File: src/rtl/vga_pkg.sv
// Shared constants and types for the VGA raster timing generator.
// Defaults describe 640x480@60 Hz with a 4:1 system-to-pixel clock ratio.
package vga_pkg;

    // Width of the pixel_x / pixel_y coordinates and of the pixel-period divider
    localparam int unsigned COORD_W = 10;
    localparam int unsigned TICK_W  = 4;

    // Default clock divide ratio (100 MHz system clock -> 25 MHz pixel rate)
    localparam int unsigned CLK_DIV_DEF = 4;

    // Default horizontal timing, in pixels
    localparam int unsigned H_ACTIVE_DEF = 640;
    localparam int unsigned H_FP_DEF     = 16;
    localparam int unsigned H_SYNC_DEF   = 96;
    localparam int unsigned H_BP_DEF     = 48;
    localparam int unsigned H_TOTAL_DEF  = H_ACTIVE_DEF + H_FP_DEF + H_SYNC_DEF + H_BP_DEF;

    // Default vertical timing, in lines
    localparam int unsigned V_ACTIVE_DEF = 480;
    localparam int unsigned V_FP_DEF     = 10;
    localparam int unsigned V_SYNC_DEF   = 2;
    localparam int unsigned V_BP_DEF     = 33;
    localparam int unsigned V_TOTAL_DEF  = V_ACTIVE_DEF + V_FP_DEF + V_SYNC_DEF + V_BP_DEF;

    // Default sync windows (inclusive): hsync low 656..751, vsync low 490..491
    localparam int unsigned H_SYNC_START_DEF = H_ACTIVE_DEF + H_FP_DEF;
    localparam int unsigned H_SYNC_END_DEF   = H_SYNC_START_DEF + H_SYNC_DEF - 1;
    localparam int unsigned V_SYNC_START_DEF = V_ACTIVE_DEF + V_FP_DEF;
    localparam int unsigned V_SYNC_END_DEF   = V_SYNC_START_DEF + V_SYNC_DEF - 1;

    // Raster run state
    typedef enum logic {
        ST_IDLE = 1'b0,
        ST_RUN  = 1'b1
    } vga_state_t;

endpackage

File: src/rtl/pixel_tick_gen.sv
// Pixel-period divider: counts 0..CLK_DIV-1 and flags the last clock of each
// pixel. A synchronous clear holds the count at 0 while the raster is idle.
module pixel_tick_gen
    import vga_pkg::*;
#(
    parameter int unsigned CLK_DIV = CLK_DIV_DEF
) (
    input  logic clk,
    input  logic reset,
    input  logic clear,
    output logic pixel_tick
);

    localparam logic [TICK_W-1:0] LAST = TICK_W'(CLK_DIV - 1);

    logic [TICK_W-1:0] div_reg;

    // Divider count, wrapping on the last clock of the pixel period
    always_ff @(posedge clk or posedge reset) begin
        if (reset) begin
            div_reg <= '0;
        end else if (clear || (div_reg == LAST)) begin
            div_reg <= '0;
        end else begin
            div_reg <= div_reg + 1'b1;
        end
    end

    assign pixel_tick = (div_reg == LAST);

endmodule

File: src/rtl/vga_sync_gen.sv
// VGA raster timing generator: run/idle FSM, horizontal and vertical pixel
// counters, registered visible-area and sync decode, plus one extra sync stage
// so hsync/vsync line up with the colorizer's registered RGB.
module vga_sync_gen
    import vga_pkg::*;
#(
    parameter int unsigned CLK_DIV  = CLK_DIV_DEF,
    parameter int unsigned H_ACTIVE = H_ACTIVE_DEF,
    parameter int unsigned H_FP     = H_FP_DEF,
    parameter int unsigned H_SYNC   = H_SYNC_DEF,
    parameter int unsigned H_BP     = H_BP_DEF,
    parameter int unsigned V_ACTIVE = V_ACTIVE_DEF,
    parameter int unsigned V_FP     = V_FP_DEF,
    parameter int unsigned V_SYNC   = V_SYNC_DEF,
    parameter int unsigned V_BP     = V_BP_DEF
) (
    input  logic               clk,
    input  logic               reset,
    input  logic               enable,
    output logic               hsync,
    output logic               vsync,
    output logic               video_on,
    output logic [COORD_W-1:0] pixel_x,
    output logic [COORD_W-1:0] pixel_y,
    output logic               pixel_tick,
    output logic               frame_start
);

    // Raster geometry expressed at coordinate width for width-clean compares
    localparam logic [COORD_W-1:0] H_ACT_C   = COORD_W'(H_ACTIVE);
    localparam logic [COORD_W-1:0] H_LAST_C  = COORD_W'(H_ACTIVE + H_FP + H_SYNC + H_BP - 1);
    localparam logic [COORD_W-1:0] H_SYNC_S  = COORD_W'(H_ACTIVE + H_FP);
    localparam logic [COORD_W-1:0] H_SYNC_E  = COORD_W'(H_ACTIVE + H_FP + H_SYNC - 1);
    localparam logic [COORD_W-1:0] V_ACT_C   = COORD_W'(V_ACTIVE);
    localparam logic [COORD_W-1:0] V_LAST_C  = COORD_W'(V_ACTIVE + V_FP + V_SYNC + V_BP - 1);
    localparam logic [COORD_W-1:0] V_SYNC_S  = COORD_W'(V_ACTIVE + V_FP);
    localparam logic [COORD_W-1:0] V_SYNC_E  = COORD_W'(V_ACTIVE + V_FP + V_SYNC - 1);

    vga_state_t         state_reg, state_next;
    logic [COORD_W-1:0] x_reg, x_next;
    logic [COORD_W-1:0] y_reg, y_next;
    logic               video_on_reg, video_on_next;
    logic               frame_start_reg, frame_start_next;
    logic               hsync_pre_reg, hsync_pre_next;
    logic               vsync_pre_reg, vsync_pre_next;
    logic               hsync_reg, vsync_reg;
    logic               tick;
    logic               tick_clear;

    // The divider only runs while the raster is running and stays enabled
    assign tick_clear = (state_reg != ST_RUN) || !enable;

    pixel_tick_gen #(
        .CLK_DIV (CLK_DIV)
    ) u_tick (
        .clk        (clk),
        .reset      (reset),
        .clear      (tick_clear),
        .pixel_tick (tick)
    );

    // State, counter and decode registers; decode is taken from the next
    // counter values so it never lags pixel_x/pixel_y
    always_ff @(posedge clk or posedge reset) begin
        if (reset) begin
            state_reg       <= ST_IDLE;
            x_reg           <= '0;
            y_reg           <= '0;
            video_on_reg    <= 1'b0;
            frame_start_reg <= 1'b0;
            hsync_pre_reg   <= 1'b1;
            vsync_pre_reg   <= 1'b1;
        end else begin
            state_reg       <= state_next;
            x_reg           <= x_next;
            y_reg           <= y_next;
            video_on_reg    <= video_on_next;
            frame_start_reg <= frame_start_next;
            hsync_pre_reg   <= hsync_pre_next;
            vsync_pre_reg   <= vsync_pre_next;
        end
    end

    // Extra sync stage matching the colorizer's RGB output register
    always_ff @(posedge clk or posedge reset) begin
        if (reset) begin
            hsync_reg <= 1'b1;
            vsync_reg <= 1'b1;
        end else begin
            hsync_reg <= hsync_pre_reg;
            vsync_reg <= vsync_pre_reg;
        end
    end

    // Next-state, counter advance and visible/sync decode; enable low wins
    // over any tick or wrap in the same clock
    always_comb begin
        state_next       = state_reg;
        x_next           = x_reg;
        y_next           = y_reg;
        frame_start_next = 1'b0;
        case (state_reg)
            ST_IDLE: begin
                x_next = '0;
                y_next = '0;
                if (enable) begin
                    state_next       = ST_RUN;
                    frame_start_next = 1'b1;
                end
            end
            ST_RUN: begin
                if (!enable) begin
                    state_next = ST_IDLE;
                    x_next     = '0;
                    y_next     = '0;
                end else if (tick) begin
                    if (x_reg == H_LAST_C) begin
                        x_next = '0;
                        if (y_reg == V_LAST_C) begin
                            y_next           = '0;
                            frame_start_next = 1'b1;
                        end else begin
                            y_next = y_reg + 1'b1;
                        end
                    end else begin
                        x_next = x_reg + 1'b1;
                    end
                end
            end
            default: begin
                state_next = ST_IDLE;
                x_next     = '0;
                y_next     = '0;
            end
        endcase

        video_on_next  = (state_next == ST_RUN) && (x_next < H_ACT_C) && (y_next < V_ACT_C);
        hsync_pre_next = !((state_next == ST_RUN) && (x_next >= H_SYNC_S) && (x_next <= H_SYNC_E));
        vsync_pre_next = !((state_next == ST_RUN) && (y_next >= V_SYNC_S) && (y_next <= V_SYNC_E));
    end

    assign hsync       = hsync_reg;
    assign vsync       = vsync_reg;
    assign video_on    = video_on_reg;
    assign pixel_x     = x_reg;
    assign pixel_y     = y_reg;
    assign pixel_tick  = tick && (state_reg == ST_RUN);
    assign frame_start = frame_start_reg;

endmodule

File: config.mk
export PLATFORM = sky130hd
export DESIGN_NAME = vga_sync_gen
export DESIGN_NICKNAME = d
export VERILOG_FILES = /design/src/rtl/vga_pkg.sv /design/src/rtl/pixel_tick_gen.sv /design/src/rtl/vga_sync_gen.sv
export SDC_FILE = /design/constraint.sdc
export NUM_CORES = 1
export LEC_CHECK = 0
export ABC_CLOCK_PERIOD_IN_PS = 4000
export CORE_ASPECT_RATIO = 1.1
export CORE_MARGIN = 3
export CORE_UTILIZATION = 52
export CTS_CLUSTER_SIZE = 40
export DETAILED_ROUTE_END_ITERATION = 7
export GPL_TIMING_DRIVEN = 0
export PLACE_DENSITY_LB_ADDON = 0.15
export REMOVE_ABC_BUFFERS = 1
export SLEW_MARGIN = 20
export SYNTH_ARGS = -nofsm -noshare
export SYNTH_HDL_FRONTEND = slang
export SYNTH_HIERARCHICAL = 1
export SYNTH_SLANG_ARGS = --single-unit
File: constraint.sdc
create_clock -name clk -period 4 [get_ports clk]
set_input_delay 0.6 -clock clk [delete_from_list [all_inputs] [get_ports clk]]
set_output_delay 0.6 -clock clk [all_outputs]
set_load 0.01 [all_outputs]
==> results_dict.tcl, run 1 <==
set metrics [dict create \
    ys_top_cells_by_count "27 x dfrtp_1, 20 x nor2_1, 17 x nand2_1" \
    rsz0062_at_grt "false" \
    drt_iter0_drc 46 \
    grt_use_met1 0.2562 \
    total_power_mw 0.5460 \
    clkLatencyLatePin_ns 0.33 \
    vias_per_cell 5.737 \
    path_class "flip-flop to flip-flop" \
    seq_area_um2 780.7 \
    fmax_mhz 273.0 \
    seq_area_frac_synth 0.4948 \
    ctsHoldBuffers 0 \
    grt_usage 0.2005 \
    cp-end-kind "flip-flop" \
    grt_remaining_overflow 0 \
    yosysTopAreaCell "dfrtp_1" \
    cts_resized 0 \
    fin_crit_sh 0.9157 \
    p_per_area_nw_per_um2 281.2 \
    cp-start-kind "flip-flop" \
    max-slew-margin-rel 0.3258 \
    leakage_nw 0.8124 \
    tns_ns 0 \
    grt_max_degree 28 \
    worst-path-max-fanout 9 \
    hp-class "flip-flop to flip-flop" \
    cts_buffer_depth 2 \
    clkSinkCount 31 \
    max_cap_violations 0 \
    p_int_mw 0.4255 \
    tightestPinTransition_ns 1.010 \
    ir_worst_vdd_v 0.0002300 \
    numCtsBuffers 5 \
    port_buffers 27 \
    grt_pass1_vias 1298 \
    drcViolationCount 0 \
    grt.busiest_layer "met2" \
    antenna_cells 0 \
    rows 20 \
    use_met2 0.3142 \
    fin_nets 197 \
    synth_edf_count 0 \
    antenna_found_initial 0 \
    post_cts.repair.setup_buffers 0 \
    cp.arrival_ns 3.92 \
    finalSetupViolations 0 \
    netlist_instances 159 \
    yosysMostFrequentCell "dfrtp_1" \
    htree_num_levels 2 \
    grt_pass1_wl_mm 5.727 \
    dp_hpwl_mm 2.435 \
    p_switching_mw 0.1206 \
    syn_area_um2 1578 \
    worst_hold_slack_ns 0.3616 \
    ios 28 \
    ys_top_cells_by_area "dfrtp_1 43%, dfstp_2 6.7%, xor2_1 5.0%, nor2_1 4.8%, nand2_1 4.0%" \
    path_clk_slew_ns 0.09 \
    totalWireLength_mm 3.289 \
    finalHoldViolations 0 \
    ys_types 43 \
    yosysWarnings 6 \
    r2r_cells 8 \
    fin_crit_ns 3.663 \
    avgSynthCellArea_um2 9.923 \
    ant_nets 0 \
    crit_required_ns 4.25 \
    die_x_um 58.52 \
    combinationalPowerShare 0.038 \
    finClkSkew_ns 0.004767 \
    globalplace.congestion 0.8653 \
    initial_core_util 0.5580 \
    fillers 229 \
    avgRoutedWirePerCell_um 14.68 \
    tritoncts "yes" \
    die_h_um 63.77 \
    ys_seq_elements 31 \
    ctsRootBufferMaster "clkbuf_4" \
    pwr-share-seq 0.581 \
    core_area_um2 2828 \
    async_reset_ff_frac 1.000 \
    num_vias 1285 \
    drv_slew 0 \
    netlist.area_leader.share 0.4282 \
    ys.flop_type "dfrtp_1" \
    sw_frac_of_total 0.2208 \
    drive_above_1_share 0.09424 \
    areaGrowthSynthToFinish_pct 23.08 \
    placedInstanceArea_um2 1873 \
    multi_input_area_um2 747.0 \
    fin_area_um2 1942 \
    whs_path_depth 0 \
    globalRouteMet3Util 0.04242 \
    pwr-share-clk 0.381 \
    dieArea_um2 3732 \
    detail_route.first_pass.iterations 4 \
    outcome "finished, final reports clean" \
]
-- path summary, 6_finish.rpt --
check                               endpoint              start  slack, ns
setup / recovery               vsync_pre_reg  u_tick/div_reg[0]       0.34
hold / removal                         vsync      vsync_pre_reg       0.36
setup reg to reg               vsync_pre_reg  u_tick/div_reg[0]       0.34
hold reg to reg                        vsync      vsync_pre_reg       0.36
max in group asynchronous         pixel_y[6]              reset       2.56
min in group asynchronous  u_tick/div_reg[1]              reset       0.47
-- power groups by stage --
stage                     combinational (mW)  sequential [mW]  clock (mW)
after floorplan                       0.0117            0.324           0
after detailed placement              0.0213            0.323           0
final                                 0.0208            0.317       0.208
after global placement                0.0208            0.323           0
after CTS                             0.0215            0.317       0.215
after global routing                  0.0236            0.318       0.225
-- metrics by stage --
step | setup WS (ns) | std cells | util
final | 0.3371 | 224 | 0.6867
after global routing | 0.007435 | 224 | 0.6867
after CTS | 0.3251 | 224 | 0.6867
after detailed placement | 0.3069 | 216 | 0.6624
after global placement | 0.4238 | 216 | 0.6624
after floorplan | 0.7771 | 156 | -
-- cells in the final DEF (no fill, tap or decap), types with 2 or more instances in the layout --
cell type        count
nor3_1               8
and3_1               3
nor2_1              20
nand2_1             17
a21oi_1              5
and2_1               3
clkdlybuf4s50_1     27
inv_1                9
nor3b_1              4
nand4_1              5
nand3_1              3
dfstp_2              4
xor2_1               9
clkbuf_8             2
nand3b_1             2
clkbuf_4             5
xnor2_1              7
o21ai_0              3
ha_1                 4
dfrtp_1             27
-- critical path, cell delays in order (launching register included) --
cell       delay [ns]
dfrtp_1          0.40
ha_1             0.19
nor3b_2          0.53
nand4_2          0.28
or4_1            0.71
or4_4            0.56
a21oi_2          0.18
nand4bb_1        0.18
or4b_1           0.55
-- logic make-up (layout without fill, tap and decap cells) --
family,after synthesis,count (layout),synth area share
adder cells (fa/ha/maj),4,4,0.03172
flip-flops,31,31,0.4948
AO/OA/AOI/OAI,14,14,0.05472
buffers and inverters,12,44,0.03172
multiplexers,2,2,0.01586
AND/OR/NAND/NOR,80,80,0.2823
XOR/XNOR,16,16,0.08882
-- metal layers --
layer | wire length [µm] | share of wire | up-vias
met5 | 0 | 0 | -
met4 | 80 | 0.024 | 0
met3 | 112 | 0.034 | 10
met2 | 1598 | 0.49 | 30
met1 | 1498 | 0.46 | 633
li1 | - | - | 612
-- cell type report --
type,count,share of cell area
Multi-Input combinational cell,116,0.3847
Sequential cell,31,0.4021
Timing Repair Buffer,27,0.1392
Tap cell,33,0.02126
Inverter,9,0.01740
Clock buffer,8,0.03544
Power figures use the tool's default switching activity.
==> inputs of run 2 (changes only) <==
--- a/config.mk
+++ b/config.mk
@@ -14,6 +14,7 @@
 export GPL_TIMING_DRIVEN = 0
 export PLACE_DENSITY_LB_ADDON = 0.15
 export REMOVE_ABC_BUFFERS = 1
+export SKIP_LAST_GASP = 1
 export SLEW_MARGIN = 20
 export SYNTH_ARGS = -nofsm -noshare
 export SYNTH_HDL_FRONTEND = slang
==> results of run 2 <==
The final DEF is identical to that of run 1; final timing and power are the same.
==> edit (flow settings as in run 2) <==
Set the package constant `COORD_W` to 5 (it was 10).
--- a/src/rtl/vga_pkg.sv
+++ b/src/rtl/vga_pkg.sv
@@ -4,5 +4,5 @@
 
     // Width of the pixel_x / pixel_y coordinates and of the pixel-period divider
-    localparam int unsigned COORD_W = 10;
+    localparam int unsigned COORD_W = 5;
     localparam int unsigned TICK_W  = 4;
 
Ports: changed (resized pixel_x and pixel_y); port bits go from 28 to 18. The function was not compared with the original's and may differ.
==> edit against run 2 <==
  * Area after synthesis down 40%
  * Sequential cell count down 11
  * Total power down 29%
  * Critical path depth down 4
  * Hold slack better by 7.0 ps
  * Maximum frequency up 22%
  * Via count down 47%
  * Setup slack better by 660 ps
  * Cell area down 40%
  * Routed wire length down 46%
  * Cell count down 46%
  * Register-to-register slack better by 1300 ps
  * Critical path type is now flip-flop to output pin
==> edit: results (changes against run 2) <==
Yosys
  – Synth Area in Compound Gates: 7.36% (+1.9 points)
  – Cell count after synthesis: 87 (-45%)
  – Commonest cells post-synth: 16 x dfrtp_1, 11 x nor2_1, 6 x ha_1, 6 x inv_1
  – XOR/XNOR Fraction of Synth Area: 2.76% (-6.1 points)
  – Top cells by area, synth: dfrtp_1 42%, dfstp_2 11%, ha_1 7.9%
  – Count of cell types in the netlist: 32 (-26%)

Worst setup path
  – Max FO, Critical Path: 15 (+6)
  – Worst reg-to-reg path cell count: 6 (-2)
  – Setup CP Type: flip-flop to output pin
  – Crit path largest cell delay: 760 ps (+50 ps)
  – Worst setup path end: pixel_tick
  – Critical path arrival: 2400 ps (-1520 ps)
  – Slowest CP cell: nor3b_2

Layout
  – Share of cells above drive strength 1: 12.4% (+3.0 points)
  – # fillers: 126 (-45%)

Route
  – Via/cell ratio: 5.57 (-2.8%)
  – WL final: 1780 um (-46%)

Power
  – Leak Pwr: 0.514 nW (-37%)
  – IR drop worst, VDD: 215 uV (-6.4%)

Timing
  – Actual slew at the worst max-slew pin: 933 ps (-77.2 ps)
  – Clock skew: 1.29 ps (-3.47 ps)

Status
  – Status: finished, final reports clean

Place
  – DP Wirelength: 1270 um (-48%)
  – Placed Cells incl. Taps: 118 (-45%)

Clock network
  – Cts bufs inserted: 3 (-2)

Global routing
  – First-pass GRT wire length: 3170 um (-45%)
  – Largest net degree at the start of global routing: 17 (-39%)
==> edit: critical path: cells and delay by family (launching register included) <==
family | cells | cell delay (ps)
buffers and inverters | 1 | 530
DFF | 1 | 410
and+or+nand+nor | 2 | 980
adders and majority gates | 1 | 180
==> edit: power by group <==
part	total, mW	internal [mW]	leakage (nW)	switching, mW
sequential	0.208	0.206	0.261	0.00196
clock	0.165	0.101	0.0279	0.0641
combinational	0.0157	0.00588	0.225	0.00977
total	0.389	0.313	0.514	0.0759
==> edit: layout make-up <==
cell class	count	area share (%)
clock buffer	3	1.92
inverter	6	1.92
tap	17	1.81
clock inverter	1	2.56
multi-input combinational	59	35.1
timing repair buffer	16	13.6
sequential	20	43.1
==> edit: layer usage <==
layer	share of wire [%]	routed length [um]	up-vias	global-route usage, %
li1	-	-	329	-
met1	46	813	340	25.1
met2	51	910	9	29.4
met3	2.2	39	2	3.17
met4	0.84	15	0	6.91
met5	0	0	-	0
